`src/rtl/mc_control_fsm.sv`:
```
// Multicycle control FSM for the 16-bit datapath: sequences fetch/decode/execute/memory/writeback
// and decodes all datapath selects and enables from the current state.
module mc_control_fsm #(
  parameter int unsigned CNT_W = 16
) (
  input  logic             clk,
  input  logic             rst_n,
  input  logic             start,
  input  logic [3:0]       opcode,
  input  logic             zero,
  input  logic             mem_ready,
  output logic             pc_write,
  output logic             pc_write_cond,
  output logic [1:0]       pc_src,
  output logic             iord,
  output logic             mem_read,
  output logic             mem_write,
  output logic             ir_write,
  output logic             reg_write,
  output logic             reg_dst,
  output logic             mem_to_reg,
  output logic             alu_src_a,
  output logic [1:0]       alu_src_b,
  output logic [2:0]       alu_op,
  output logic             ext_sel,
  output logic             instr_done,
  output logic             illegal,
  output logic [CNT_W-1:0] instr_cnt
);

  localparam logic [3:0] OP_RTYPE = 4'h0;
  localparam logic [3:0] OP_ADDI  = 4'h1;
  localparam logic [3:0] OP_ORI   = 4'h2;
  localparam logic [3:0] OP_ANDI  = 4'h3;
  localparam logic [3:0] OP_LW    = 4'h4;
  localparam logic [3:0] OP_SW    = 4'h5;
  localparam logic [3:0] OP_BEQ   = 4'h6;
  localparam logic [3:0] OP_JMP   = 4'h7;
  localparam logic [3:0] OP_HALT  = 4'hF;

  localparam logic [2:0] ALU_ADD   = 3'b000;
  localparam logic [2:0] ALU_SUB   = 3'b001;
  localparam logic [2:0] ALU_AND   = 3'b010;
  localparam logic [2:0] ALU_OR    = 3'b011;
  localparam logic [2:0] ALU_FUNCT = 3'b111;

  typedef enum logic [3:0] {
    S_IDLE     = 4'd0,
    S_FETCH    = 4'd1,
    S_DECODE   = 4'd2,
    S_EXEC_R   = 4'd3,
    S_EXEC_I   = 4'd4,
    S_ALU_WB   = 4'd5,
    S_MEM_ADDR = 4'd6,
    S_MEM_RD   = 4'd7,
    S_MEM_WB   = 4'd8,
    S_MEM_WR   = 4'd9,
    S_BRANCH   = 4'd10,
    S_JUMP     = 4'd11,
    S_HALTED   = 4'd12
  } state_t;

  state_t state;
  state_t state_nxt;
  logic   halt_first;
  logic   zext_op;
  logic   illegal_op;

  // The zero flag qualifies pc_write_cond inside the datapath; the FSM never branches on it.
  logic unused_zero;
  assign unused_zero = zero;

  assign zext_op    = (opcode == OP_ORI) || (opcode == OP_ANDI);
  assign illegal_op = (opcode >= 4'h8) && (opcode <= 4'hE);

  // Next-state logic
  always_comb begin
    state_nxt = state;
    case (state)
      S_IDLE:     if (start) state_nxt = S_FETCH;
      S_FETCH:    if (mem_ready) state_nxt = S_DECODE;
      S_DECODE: begin
        case (opcode)
          OP_RTYPE:                 state_nxt = S_EXEC_R;
          OP_ADDI, OP_ORI, OP_ANDI: state_nxt = S_EXEC_I;
          OP_LW, OP_SW:             state_nxt = S_MEM_ADDR;
          OP_BEQ:                   state_nxt = S_BRANCH;
          OP_JMP:                   state_nxt = S_JUMP;
          default:                  state_nxt = S_HALTED;
        endcase
      end
      S_EXEC_R:   state_nxt = S_ALU_WB;
      S_EXEC_I:   state_nxt = S_ALU_WB;
      S_ALU_WB:   state_nxt = S_FETCH;
      S_MEM_ADDR: state_nxt = (opcode == OP_LW) ? S_MEM_RD : S_MEM_WR;
      S_MEM_RD:   if (mem_ready) state_nxt = S_MEM_WB;
      S_MEM_WB:   state_nxt = S_FETCH;
      S_MEM_WR:   if (mem_ready) state_nxt = S_FETCH;
      S_BRANCH:   state_nxt = S_FETCH;
      S_JUMP:     state_nxt = S_FETCH;
      S_HALTED:   if (start) state_nxt = S_FETCH;
      default:    state_nxt = S_IDLE;
    endcase
  end

  // Datapath control decode; depends on the state register so async reset clears every enable at once
  always_comb begin
    pc_write      = 1'b0;
    pc_write_cond = 1'b0;
    pc_src        = 2'b00;
    iord          = 1'b0;
    mem_read      = 1'b0;
    mem_write     = 1'b0;
    ir_write      = 1'b0;
    reg_write     = 1'b0;
    reg_dst       = 1'b0;
    mem_to_reg    = 1'b0;
    alu_src_a     = 1'b0;
    alu_src_b     = 2'b00;
    alu_op        = ALU_ADD;
    ext_sel       = 1'b0;
    instr_done    = 1'b0;
    case (state)
      S_FETCH: begin
        mem_read  = 1'b1;
        alu_src_b = 2'b01;
        ir_write  = mem_ready;
        pc_write  = mem_ready;
        ext_sel   = 1'b1;
      end
      S_DECODE: begin
        alu_src_b = 2'b11;
        ext_sel   = ~zext_op;
      end
      S_EXEC_R: begin
        alu_src_a = 1'b1;
        alu_op    = ALU_FUNCT;
        ext_sel   = 1'b1;
      end
      S_EXEC_I: begin
        alu_src_a = 1'b1;
        alu_src_b = 2'b10;
        ext_sel   = ~zext_op;
        case (opcode)
          OP_ORI:  alu_op = ALU_OR;
          OP_ANDI: alu_op = ALU_AND;
          default: alu_op = ALU_ADD;
        endcase
      end
      S_ALU_WB: begin
        reg_write  = 1'b1;
        reg_dst    = (opcode == OP_RTYPE);
        instr_done = 1'b1;
        ext_sel    = 1'b1;
      end
      S_MEM_ADDR: begin
        alu_src_a = 1'b1;
        alu_src_b = 2'b10;
        ext_sel   = 1'b1;
      end
      S_MEM_RD: begin
        mem_read = 1'b1;
        iord     = 1'b1;
        ext_sel  = 1'b1;
      end
      S_MEM_WB: begin
        reg_write  = 1'b1;
        mem_to_reg = 1'b1;
        instr_done = 1'b1;
        ext_sel    = 1'b1;
      end
      S_MEM_WR: begin
        mem_write  = 1'b1;
        iord       = 1'b1;
        instr_done = mem_ready;
        ext_sel    = 1'b1;
      end
      S_BRANCH: begin
        alu_src_a     = 1'b1;
        alu_op        = ALU_SUB;
        pc_write_cond = 1'b1;
        pc_src        = 2'b01;
        instr_done    = 1'b1;
        ext_sel       = 1'b1;
      end
      S_JUMP: begin
        pc_write   = 1'b1;
        pc_src     = 2'b10;
        instr_done = 1'b1;
        ext_sel    = 1'b1;
      end
      S_HALTED: begin
        instr_done = halt_first;
        ext_sel    = 1'b1;
      end
      default: ;
    endcase
  end

  // State, sticky illegal flag and retired-instruction counter
  always_ff @(posedge clk or negedge rst_n) begin
    if (!rst_n) begin
      state      <= S_IDLE;
      halt_first <= 1'b0;
      illegal    <= 1'b0;
      instr_cnt  <= '0;
    end else begin
      state      <= state_nxt;
      // HALT retires in its first HALTED cycle only; illegal opcodes never retire
      halt_first <= (state == S_DECODE) && (opcode == OP_HALT);
      if ((state == S_DECODE) && illegal_op) begin
        illegal <= 1'b1;
      end else if ((state == S_HALTED) && start) begin
        illegal <= 1'b0;
      end
      if (instr_done) begin
        instr_cnt <= instr_cnt + CNT_W'(1);
      end
    end
  end

endmodule
```
`config.mk`:
```
export PLATFORM = sky130hd
export DESIGN_NAME = mc_control_fsm
export DESIGN_NICKNAME = d
export VERILOG_FILES = /design/src/rtl/mc_control_fsm.sv
export SDC_FILE = /design/constraint.sdc
export NUM_CORES = 1
export LEC_CHECK = 0
export ABC_AREA = 1
export CAP_MARGIN = 20
export CORE_ASPECT_RATIO = 0.7
export CORE_MARGIN = 2
export CORE_UTILIZATION = 54
export CTS_BUF_LIST = sky130_fd_sc_hd__clkbuf_8
export DETAILED_ROUTE_END_ITERATION = 7
export PLACE_DENSITY_LB_ADDON = 0.25
export SLEW_MARGIN = 0
export SYNTH_ARGS = -nofsm -noshare
export SYNTH_HDL_FRONTEND = slang
export SYNTH_SLANG_ARGS = --single-unit
```
`constraint.sdc`:
```
create_clock -name clk -period 2.3 [get_ports clk]
set_input_delay 0.23 -clock clk [delete_from_list [all_inputs] [get_ports clk]]
set_output_delay 0.23 -clock clk [all_outputs]
set_load 0.1 [all_outputs]
```
### Word-level counts from Yosys, hierarchy flattened

Memories as Yosys holds them, arrays and structs flattened.
Index checks and enable logic that the tools add are counted.

| storage, ports and cells | value |
|---|---|
| output and inout port bits | 36 |
| memory bits (read-only) | 32 |
| memories kept | 1 |
| flip-flop bits (word level) | 22 |
| input bits | 9 |
| word-level logic and storage cells | 73 |

| operators by class | value |
|---|---|
| magnitude comparators | 2 |
| reductions and logical operators | 19 |
| mux-type cells | 25 |
| add/subtract/negate cells | 1 |
| equality and inequality tests | 20 |
| bitwise logic cells | 1 |

Memory list:

| name | depth | bits a word | rd ports | clocked after Yosys merged registers in | wr ports | line | text |
|---|---|---|---|---|---|---|---|
| (no name shown) | 8 | 4 | 1 | 0 | 0 | 83 | `case (opcode)` |

Operators with widths:

| cell | number |
|---|---|
| 4-bit case mux with 8 select lines | 1 |
| 4-bit == test, second input constant | 6 |
| 4-bit 2-to-1 mux | 6 |
| 4-bit by 3-bit == test with 1-bit output, second input constant | 5 |
| 16-bit by 1-bit adder with 16-bit output, second input constant | 1 |
| 4-bit by 2-bit == test with 1-bit output, second input constant | 4 |
| 2-bit OR reduction | 7 |
| 1-bit 2-to-1 mux | 11 |
| 10-bit OR reduction | 1 |
| 3-bit case mux with 3 select lines | 1 |
| 4-bit logical NOT | 2 |
| 2-bit case mux with 2 select lines | 2 |
| 4-bit OR reduction | 2 |
| 2-bit != test, second input constant | 3 |
| 2-bit case mux with 3 select lines | 1 |
| 4-bit by 1-bit == test with 1-bit output, second input constant | 1 |
| 4-bit >= comparator, second input constant | 1 |
| 4-bit <= comparator, second input constant | 1 |
| 1-bit logical AND | 4 |
| 1-bit case mux with 2 select lines | 2 |
| 4-bit AND reduction | 1 |
| 1-bit case mux with 3 select lines | 1 |
| 2-bit by 1-bit != test with 1-bit output, second input constant | 1 |
| 2-bit nonzero test | 1 |
| 2 further kinds | 2 |

### Logic depth before layout (Yosys ltp)

Gate-level depths: netlist of run 1.

| logic depth | value |
|---|---|
| depth in word-level cells | 4 |
| gate-level depth with buffers | 9 |
| depth with buffers taken out | 8 |

### Least setup slack after synthesis of run 1

OpenSTA, ideal clock, no wires.

| timing path | value |
|---|---|
| path type | register to output |
| from | register state[2] |
| to | output port alu_src_a |
| path buffers | 0 |
| required time | 2.070 ns |
| arrival | 3.124 ns |
| stages on the path, launching flop included | 6 |
| slack | -1.054 ns |
| path through | dfrtp_1 -> inv_2 -> nand2_1 -> nor2_1 -> nor2_1 -> o21ai_0 |

| between the ends | value |
|---|---|
| word-level cells in the longest chain between the ends | 3 |
| elaborated cells on any way between the ends | 6 |
| those cells by class | eq/ne (4); mux (1); reduce/logical (1) |

Ends and longest elaborated chain:

| element | line | text |
|---|---|---|
| start: declaration | 63 | `state_t state;` |
| start signal: assignment | 208 | `state <= state_nxt;` |
| 4-bit by 3-bit == test with 1-bit output (tied with other cells) | 123 | `case (state)` |
| 4-bit OR reduction (no source line) (*) | n/a |  |
| 1-bit 2-to-1 mux (*) | 123 |  |
| end: declaration | 22 | `output logic alu_src_a,` |

Mark *: on every way between the ends. The rest lies on a longest branch, timed or not.

### Worst setup path after layout of run 1

| timing path | value |
|---|---|
| from | register state[1] |
| to | output port instr_done |

| between the ends | value |
|---|---|
| word-level cells in the longest chain between the ends | 3 |
| elaborated cells on any way between the ends | 8 |
| those cells by class | eq/ne (6); mux (1); reduce/logical (1) |

Ends and longest elaborated chain:

| element | line | text |
|---|---|---|
| 4-bit == test / 4-bit by 3-bit == test with 1-bit output (equally long branches) | 123 |  |
| 4-bit OR reduction (no source line) | n/a |  |
| 1-bit case mux with 3 select lines (*) | 123 |  |
| end: declaration | 26 | `output logic instr_done,` |

Marked as above.

==> impl_metrics.csv, run 1 <==
group,metric,value,unit
outcome,run_status,"finished clean",
worst_setup_path,arrival,1.86,ns
cells_and_area,nFillCells,221,
worst_setup_path,worst_setup_path_end_kind,"primary output",
timing,min_period,2.091,ns
clock_network,cts-buffers-inserted,3,
timing,rsz0062_at_grt,"false",
timing,slew_violations,0,
clock_network,root_buffer,"clkbuf_8",
timing,setup-tns-final,0,ns
route,wl_per_cell,13.71,um
worst_setup_path,crit_chain,"nor2_1 -> inv_1 -> nor2_1 -> nand2_1 -> nand3_2 -> buf_12",
route,route.detailed.drc,0,
place,dp_hpwl,3677,um
clock_network,numClockSinks,22,
floorplan,die_height,50.06,um
clock_network,clockBufferDepth,2,
floorplan,fp.dieArea,3494,um2
timing,slew_headroom,0.7177,
cells_and_area,final_cell_mix,"nand2_1 (92), nor2_1 (39), inv_1 (28), buf_4 (28), dfrtp_1 (22)",
worst_setup_path,critPathMaxStageDelay,0.45,ns
worst_setup_path,critical_path_buf_inv_count,2,
route,routed_wl,4660,um
floorplan,start_util,0.5757,
clock_network,holdBufCountCts,0,
hold_path,hp-class,"input port to async pin",
synthesis,netlist.area_leader.share,0.3364,
timing,hold_viol,0,
cells_and_area,multi_input_area,958.4,um2
cells_and_area,n_antenna_cell,0,
synthesis,synth.distinct_cells,23,
grt,overflow,0,
worst_setup_path,critPathTopFamily,"simple AND/OR/NAND/NOR gates",
cells_and_area,syn_to_final_growth,36.01,%
place,placed_cells_incl_taps,336,
route,dr.first_iter.drc_count,143,
clock_network,post_cts_buffers,0,
grt,antenna_found_initial,0,
worst_setup_path,critPathRequiredTime,2.07,ns
timing,setup_viol,0,
floorplan,io_pins,45,
synthesis,synth_area_leaders,"dfrtp_1 (34%), nand2_1 (21%), nor2_1 (9.2%)",
route,antenna_left,0,
grt,grt_pass1_wl,7707,um
clock_network,insertion_delay,0.26,ns
grt,grt_use_total,0.2848,
synthesis,yosys_warnings,0,
worst_setup_path,worst-setup-path-type,"flop to primary output",
synthesis,ys_seq_elements,22,
timing,worst_pin_slew,0.4220,ns
cells_and_area,layout_commonest_cell,"nand2_1",
floorplan,row_count,16,
floorplan,core_area,2843,um2
route,avgViaCountPerCell,5.318,
grt,grt_pass1_vias,1562,
cells_and_area,nets,315,
place,gp_congestion,0.9661,
synthesis,synth_top_area_cell,"dfrtp_1",
job,cap_violations,0,
grt,grt_max_degree,23,
clock_network,cts_htree_levels,1,
clock_network,cts_resized,0,
floorplan,die_x,69.80,um
power,leakagePower,1.075,nW
route,drt-pass1-iter-count,4,
synthesis,avgSynthCellArea,6.343,um2
timing,fin_crit_sh,0.9093,
clock_network,path_clk_slew,0.08,ns
clock_network,cts_tree,"yes",
power,p_per_area,1577,nW/um2
synthesis,syn_inst,258,
timing,fin_worst_skew,0.006753,ns
worst_setup_path,path_max_fanout,11,
synthesis,seq_area_frac_synth,0.3364,
synthesis,synth_fp_nets,268,
worst_setup_path,cp_common_cell,"nor2_1",
route,vias,1808,
synthesis,netlist_area,1637,um2
place,port-buffer-count,43,
cells_and_area,regArea,550.5,um2
cells_and_area,finalNonFillerCells,340,
worst_setup_path,worstSetupStartpointType,"flop",
worst_setup_path,slowest_stage,"dfrtp_1",
cells_and_area,drive_above_1_share,0.1974,
timing,clock.fmax,0.4782,GHz
power,irDropWorstVdd,1.079,mV
[where the power goes]
part / total, mW / switching (mW) / internal (mW)
clock: 0.279 / 0.127 / 0.153
sequential: 0.567 / 0.105 / 0.462
combinational: 2.67 / 1.96 / 0.703
[cell type report]
type	instances	share of cell area
Timing Repair Buffer	46	0.2248
Clock buffer	4	0.02473
Inverter	31	0.05228
Sequential cell	22	0.2473
Multi-Input combinational cell	201	0.4306
Tap cell	36	0.02024
[cell usage after synthesis, drive strengths merged]
master,count
o211ai,1
o21ai,26
buf,4
nor2,42
o221ai,1
xor2,4
ha,1
nand4,11
xnor2,3
inv,31
dfrtp,22
o22ai,1
nor4,1
nand2,93
nand3,16
nor3,1
[state kept, by name, indices dropped and copies added (netlist names)]
signal      flops
illegal         1
instr_cnt      16
halt_first      1
state           4
[metal layers]
layer	vias to the layer above	global-route usage	routed length, um
met5	-	0	0
met4	0	0.04487	27
met3	4	0.05317	346
met2	63	0.4032	1948
met1	819	0.4533	2337
li1	922	-	-
[worst paths after layout]
| path | start | end | slack [ns] | cells past startpoint |
|---|---|---|---|---|
| max | state[1] | instr_done | 0.21 | 6 |
| min | rst_n | instr_cnt[5] | 0.31 | 2 |
| max reg2reg | state[1] | instr_cnt[5] | 0.51 | 8 |
| min reg2reg | illegal | illegal | 0.50 | 2 |
| max in group asynchronous | rst_n | illegal | 1.76 | 2 |
| min in group clk | illegal | illegal | 0.50 | 2 |
[logic make-up (layout without fill, tap and decap cells)]
logic type / count (synthesis) / in the layout / share of synthesized area
buf+inv: 35 / 81 / 0.09250
xor+xnor: 7 / 7 / 0.03746
simple gates: 164 / 164 / 0.4213
fa+ha+maj: 1 / 1 / 0.007644
flops: 22 / 22 / 0.3364
compound gates: 29 / 29 / 0.1047
[metrics by stage]
| step | util | setup WS (ns) | power, mW | hold WS, ns | instance area, um2 |
|---|---|---|---|---|---|
| 6_report | 0.7830 | 0.2087 | 3.511 | 0.3108 | 2226 |
| 3_5_place_dp | 0.7636 | 0.3837 | 3.231 | 0.4836 | 2171 |
| 5_1_grt | 0.7830 | 0.07041 | 3.669 | 0.3294 | 2226 |
| 3_3_place_gp | 0.7636 | 0.4133 | 3.197 | 0.4842 | 2171 |
| 2_1_floorplan | - | -0.6779 | 2.485 | -0.06559 | 1660 |
| 4_1_cts | 0.7830 | 0.2465 | 3.506 | 0.3264 | 2226 |
Note: power is estimated with default switching activity, not from simulation.
==> run 2: changes to the inputs <==
--- a/config.mk
+++ b/config.mk
@@ -9,11 +9,11 @@
 export CAP_MARGIN = 20
 export CORE_ASPECT_RATIO = 0.7
 export CORE_MARGIN = 2
-export CORE_UTILIZATION = 54
+export CORE_UTILIZATION = 45
 export CTS_BUF_LIST = sky130_fd_sc_hd__clkbuf_8
 export DETAILED_ROUTE_END_ITERATION = 7
 export PLACE_DENSITY_LB_ADDON = 0.25
-export SLEW_MARGIN = 0
+export SLEW_MARGIN = 10
 export SYNTH_ARGS = -nofsm -noshare
 export SYNTH_HDL_FRONTEND = slang
 export SYNTH_SLANG_ARGS = --single-unit
==> constraint.sdc (replaced) <==
create_clock -name clk -period 1.9 [get_ports clk]
set_input_delay 0.19 -clock clk [delete_from_list [all_inputs] [get_ports clk]]
set_output_delay 0.19 -clock clk [all_outputs]
set_load 0.1 [all_outputs]
==> run 2 against run 1 <==
Sequential share of layout area shrank 2.4 points. Critical path type unchanged. Cell count is 5.6% higher. Die area grew 19%. Combinational power rose by 35%. Register-to-register slack worse by 0.18 ns. Utilization decreased by 7.0 points.
==> impl_metrics.csv, run 2 (same netlist as run 1, synthesis figures left out) <==
group,metric,value,unit
power,p_per_area,1842,nW/um2
floorplan,die_height,54.46,um
clock_network,numClockSinks,22,
cells_and_area,regArea,558.0,um2
place,gp_congestion,0.9212,
timing,timing.final.ws_setup,0.06246,ns
floorplan,die_x,76.08,um
route,dr.first_iter.drc_count,116,
cells_and_area,nFillCells,290,
timing,worst_pin_slew,0.3579,ns
worst_setup_path,slowest_stage,"dfrtp_2",
cells_and_area,fin_util,0.7126,
route,route.detailed.drc,0,
power,irDropWorstVdd,1.866,mV
floorplan,io_pins,45,
clock_network,clockBufferDepth,2,
timing,min_period,1.838,ns
floorplan,start_util,0.4658,
clock_network,root_buffer,"clkbuf_8",
timing,slew_headroom,0.7589,
route,antenna_left,0,
floorplan,fp.dieArea,4143,um2
worst_setup_path,critPathMaxStageDelay,0.47,ns
worst_setup_path,critical_path_buf_inv_count,2,
cells_and_area,syn_to_final_growth,52.98,%
clock_network,cts-buffers-inserted,3,
floorplan,row_count,18,
grt,grt_pass1_wl,7417,um
cells_and_area,largest-register,"instr_cnt",
cells_and_area,multi_input_area,1071,um2
timing,rsz0062_at_grt,"true",
timing,slew_violations,0,
route,vias,1847,
clock_network,insertion_delay,0.26,ns
cells_and_area,final_cell_mix,"nand2_1 (82), nor2_1 (29), inv_1 (28), buf_4 (24), buf_12 (20)",
grt,grt_pass1_vias,1585,
grt,overflow,0,
worst_setup_path,worst-setup-path-type,"flop to primary output",
cells_and_area,largest_reg_flops,16,
route,drt-pass1-iter-count,4,
cells_and_area,n_antenna_cell,0,
grt,grt_use_total,0.2289,
clock_network,cts_htree_levels,1,
cells_and_area,drive_above_1_share,0.3042,
cells_and_area,nets,320,
floorplan,core_area,3513,um2
route,avgViaCountPerCell,5.145,
cells_and_area,reg_top3,"instr_cnt: 16 flops, state: 4 flops",
route,wl_per_cell,12.85,um
worst_setup_path,worstSetupStartpointType,"flop",
timing,hold_viol,0,
timing,setup_viol,0,
grt,grt_max_degree,23,
timing,fin_crit_sh,0.9671,
route,routed_wl,4613,um
worst_setup_path,worst_setup_path_end_kind,"primary output",
clock_network,cts_tree,"yes",
worst_setup_path,crit_chain,"nor2_2 -> inv_2 -> nor2_4 -> nand2_1 -> o221ai_2 -> buf_12",
timing,clock.fmax,0.5442,GHz
power,leakagePower,1.141,nW
timing,fin_worst_skew,0.001752,ns
worst_setup_path,arrival,1.65,ns
clock_network,holdBufCountCts,0,
place,dp_hpwl,3579,um
worst_setup_path,path_max_fanout,6,
worst_setup_path,critPathRequiredTime,1.71,ns
grt,antenna_found_initial,0,
place,port-buffer-count,43,
cells_and_area,layout_commonest_cell,"nand2_1",
worst_setup_path,r2r_slack,0.33,ns
hold_path,hp-class,"input port to async pin",
place,pre_cts_ws,0.1924,ns
job,cap_violations,0,
worst_setup_path,critPathTopFamily,"flip-flops",
clock_network,path_clk_slew,0.08,ns
outcome,run_status,"finished clean",
==> run 2: repair_timing <==
item | 4_1_cts | 5_1_grt
endpoints found under the hold margin | 0 | 0
gates resized for setup | 6 | 10
setup endpoints to repair | 4 | 7
pin swaps | 0 | 1
setup buffers | 0 | 2
==> run 2: routing by layer <==
metal	wire (um)	GRT usage	up-vias
li1	-	-	927
met1	2276	0.3507	847
met2	1960	0.3363	71
met3	368	0.04950	2
met4	8	0.03333	0
met5	0	0	-
==> run 2: final timing paths <==
check / start / end / depth (start not counted)
min in group clk: illegal / illegal / 2
setup reg to reg: state[0] / instr_cnt[8] / 8
hold reg to reg: illegal / illegal / 2
max in group asynchronous: rst_n / instr_cnt[0] / 2
setup / recovery: state[1] / alu_op[0] / 6
hold / removal: rst_n / instr_cnt[12] / 2
==> run 2: final cells by class <==
class                      instances  area share
tap                               50     0.02499
sequential                        22      0.2229
inverter                          31     0.04648
timing repair buffer              51      0.2599
clock inverter                     1    0.001499
clock buffer                       3     0.01649
multi-input combinational        201      0.4278
==> run 2: power by group <==
group | internal, mW | total (mW) | switching (mW)
Combinational | 1.09 | 3.60 | 2.51
Sequential | 0.569 | 0.717 | 0.147
Clock | 0.144 | 0.298 | 0.154
Total | 1.80 | 4.61 | 2.81
==> run 2: per-stage QoR <==
stage | instance area (um2) | cells | hold WS [ns] | TNS [ns] | power, mW
finish | 2504 | 359 | 0.2668 | 0 | 4.611
global route | 2504 | 359 | 0.2848 | -0.05557 | 4.830
CTS | 2459 | 357 | 0.2761 | 0 | 4.537
detailed placement | 2396 | 353 | 0.4942 | 0 | 4.204
global placement | 2396 | 353 | 0.4785 | 0 | 4.177
floorplan | 1742 | 258 | -0.1056 | -0.2606 | 3.158
==> run 3: changes to the inputs <==
--- a/config.mk
+++ b/config.mk
@@ -12,7 +12,7 @@
 export CORE_UTILIZATION = 45
 export CTS_BUF_LIST = sky130_fd_sc_hd__clkbuf_8
 export DETAILED_ROUTE_END_ITERATION = 7
-export PLACE_DENSITY_LB_ADDON = 0.25
+export PLACE_DENSITY = 0.79
 export SLEW_MARGIN = 10
 export SYNTH_ARGS = -nofsm -noshare
 export SYNTH_HDL_FRONTEND = slang
==> run 3 against run 2 <==
Register-to-register slack got worse by 0.04 ns. Routed wire length increased by 0.52%. Clock-buffer cell count unchanged. Power increased by 0.39%. Non-clock buffer count increased by 3. Utilization increased by 0.28 points. Clock power about the same. Global-route usage increased by 1.1 points. Maximum frequency decreased by 0.91%. Combinational power about the same. Worst hold slack improved by 0.0045 ns. First-iteration DRC count increased by 37%.
==> impl_metrics.csv, run 3 (same netlist as run 1, synthesis figures left out) <==
group,metric,value,unit
clock_network,cts-buffers-inserted,3,
place,gp_congestion,0.9577,
worst_setup_path,critPathRequiredTime,1.71,ns
worst_setup_path,r2r.worst_path.cells,6,
power,leakagePower,1.157,nW
route,dr.first_iter.drc_count,159,
job,cap_violations,0,
power,p_per_area,1842,nW/um2
route,wl_per_cell,12.81,um
timing,min_period,1.855,ns
cells_and_area,layout_commonest_cell,"nand2_1",
timing,clock.fmax,0.5392,GHz
clock_network,cts_tree,"yes",
route,route.detailed.drc,0,
route,routed_wl,4637,um
worst_setup_path,worst-setup-path-type,"flop to primary output",
route,vias,1875,
cells_and_area,drive_above_1_share,0.3013,
route,antenna_left,0,
cells_and_area,n_antenna_cell,0,
grt,grt_use_total,0.2395,
timing,slew_violations,0,
clock_network,insertion_delay,0.26,ns
timing,setup_viol,0,
cells_and_area,reg_top3,"instr_cnt: 16 flops, state: 4 flops",
clock_network,holdBufCountCts,0,
power,power_frac_comb,0.783,
timing,worst_pin_slew,0.3685,ns
route,drt-pass1-iter-count,5,
power,p_int,1.813,mW
cells_and_area,final_cell_mix,"nand2_1 (83), nor2_1 (31), inv_1 (28), buf_4 (27), buf_12 (20)",
power,irDropWorstVdd,1.791,mV
power,power.switching,2.817,mW
place,port-buffer-count,43,
worst_setup_path,slowest_stage,"dfrtp_2",
route,avgViaCountPerCell,5.180,
grt,antenna_found_initial,0,
outcome,run_status,"finished clean",
floorplan,core_area,3513,um2
power,swShare,0.6084,
floorplan,start_util,0.4658,
hold_path,hp-class,"input port to async pin",
floorplan,die_height,54.46,um
power,clkPwrFrac,0.064,
grt,grt_max_degree,23,
grt,grt_pass1_wl,7686,um
worst_setup_path,r2r-start,"state[1]",
cells_and_area,syn_to_final_growth,53.59,%
worst_setup_path,crit_chain,"nor2_2 -> inv_2 -> nor2_4 -> nand2_1 -> o221ai_2 -> buf_12",
power,power,4.629,mW
floorplan,io_pins,45,
timing,hold_slack,0.2713,ns
worst_setup_path,worst_setup_path_end_kind,"primary output",
timing,fin_worst_skew,0.005391,ns
timing,hold_viol,0,
worst_setup_path,worstSetupStartpointType,"flop",
cells_and_area,largest-register,"instr_cnt",
timing,slew_headroom,0.7535,
cells_and_area,nets,323,
clock_network,numClockSinks,22,
place,dp_hpwl,3621,um
clock_network,clockBufferDepth,2,
clock_network,cts_htree_levels,1,
grt,grt_pass1_vias,1650,
floorplan,die_x,76.08,um
grt,overflow,0,
worst_setup_path,critPathMaxStageDelay,0.45,ns
timing,fin_crit_sh,0.9761,
floorplan,row_count,18,
clock_network,root_buffer,"clkbuf_8",
worst_setup_path,arrival,1.66,ns
floorplan,fp.dieArea,4143,um2
power,pwr-share-seq,0.152,
worst_setup_path,r2r_slack,0.29,ns
worst_setup_path,worst_r2r_endpoint,"state[2]",
cells_and_area,largest_reg_flops,16,
worst_setup_path,path_max_fanout,6,
clock_network,path_clk_slew,0.08,ns
-- run 3: cell count changes in the layout (fill, tap and decap cells not counted) --
cell	before	now
nor2_4	7	6
nand2_2	10	9
nor2_1	29	31
nor2_2	6	5
nand2_1	82	83
buf_4	24	27
-- run 3: how the worst max path moves through the flow --
| stage | cells past startpoint | endpoint | startpoint | slack, ns |
|---|---|---|---|---|
| global placement | 7 | alu_op[0] | opcode[3] | 0.18 |
| CTS | 6 | instr_done | state[1] | -0.01 |
| finish | 6 | alu_op[0] | state[1] | 0.05 |
| detailed placement | 7 | instr_cnt[4] | state[3] | 0.15 |
| floorplan | 5 | alu_op[0] | state[1] | -0.10 |
| global route | 6 | alu_op[0] | state[1] | -0.02 |
-- run 3: through the flow --
| stage | setup TNS, ns | area, um2 | setup slack (ns) | util | instances |
|---|---|---|---|---|---|
| finish | 0 | 2514 | 0.04549 | 0.7155 | 362 |
| CTS | -0.01141 | 2464 | -0.01141 | 0.7012 | 358 |
| floorplan | -0.2606 | 1742 | -0.1014 | - | 258 |
| detailed placement | 0 | 2404 | 0.1530 | 0.6841 | 354 |
| global placement | 0 | 2404 | 0.1845 | 0.6841 | 354 |
| global route | -0.02369 | 2514 | -0.02369 | 0.7155 | 362 |
-- run 3: layout make-up --
type / instances / area [um2]
repair buffers: 54 / 673.1
well taps: 50 / 62.56
flip-flops and latches: 22 / 558.0
fillers: 316 / 999.7
clock inverters: 1 / 3.754
multi-input cells: 201 / 1059
clock buffers: 3 / 41.29
inverters: 31 / 116.4
-- run 3: what timing repair did --
item / in CTS / in global routing
endpoints found under the setup margin: 5 / 6
gates resized for setup: 4 / 8
pin swaps: 0 / 3
setup buffers: 0 / 4
-- run 3: power by group through the flow --
stage / combinational [mW] / sequential, mW / clock [mW]
2_1_floorplan: 2.12 / 1.04 / 0
5_1_grt: 3.79 / 0.724 / 0.330
4_1_cts: 3.55 / 0.697 / 0.299
3_5_place_dp: 3.51 / 0.706 / 0
6_report: 3.63 / 0.705 / 0.298
3_3_place_gp: 3.49 / 0.701 / 0
-- run 3: metal layers --
layer / GRT usage / wire [um] / vias up
li1: - / - / 932
met1: 0.3673 / 2327 / 879
met2: 0.3557 / 1980 / 62
met3: 0.05116 / 316 / 2
met4: 0.02727 / 12 / 0
met5: 0 / 0 / -
-- run 3: worst max-delay path: cells and delay by family (launching register included) --
kind	cells	cell delay [ns]
AOI/OAI and AO/OA	1	0.22
buffers and inverters	2	0.32
and+or+nand+nor	3	0.42
DFF	1	0.45
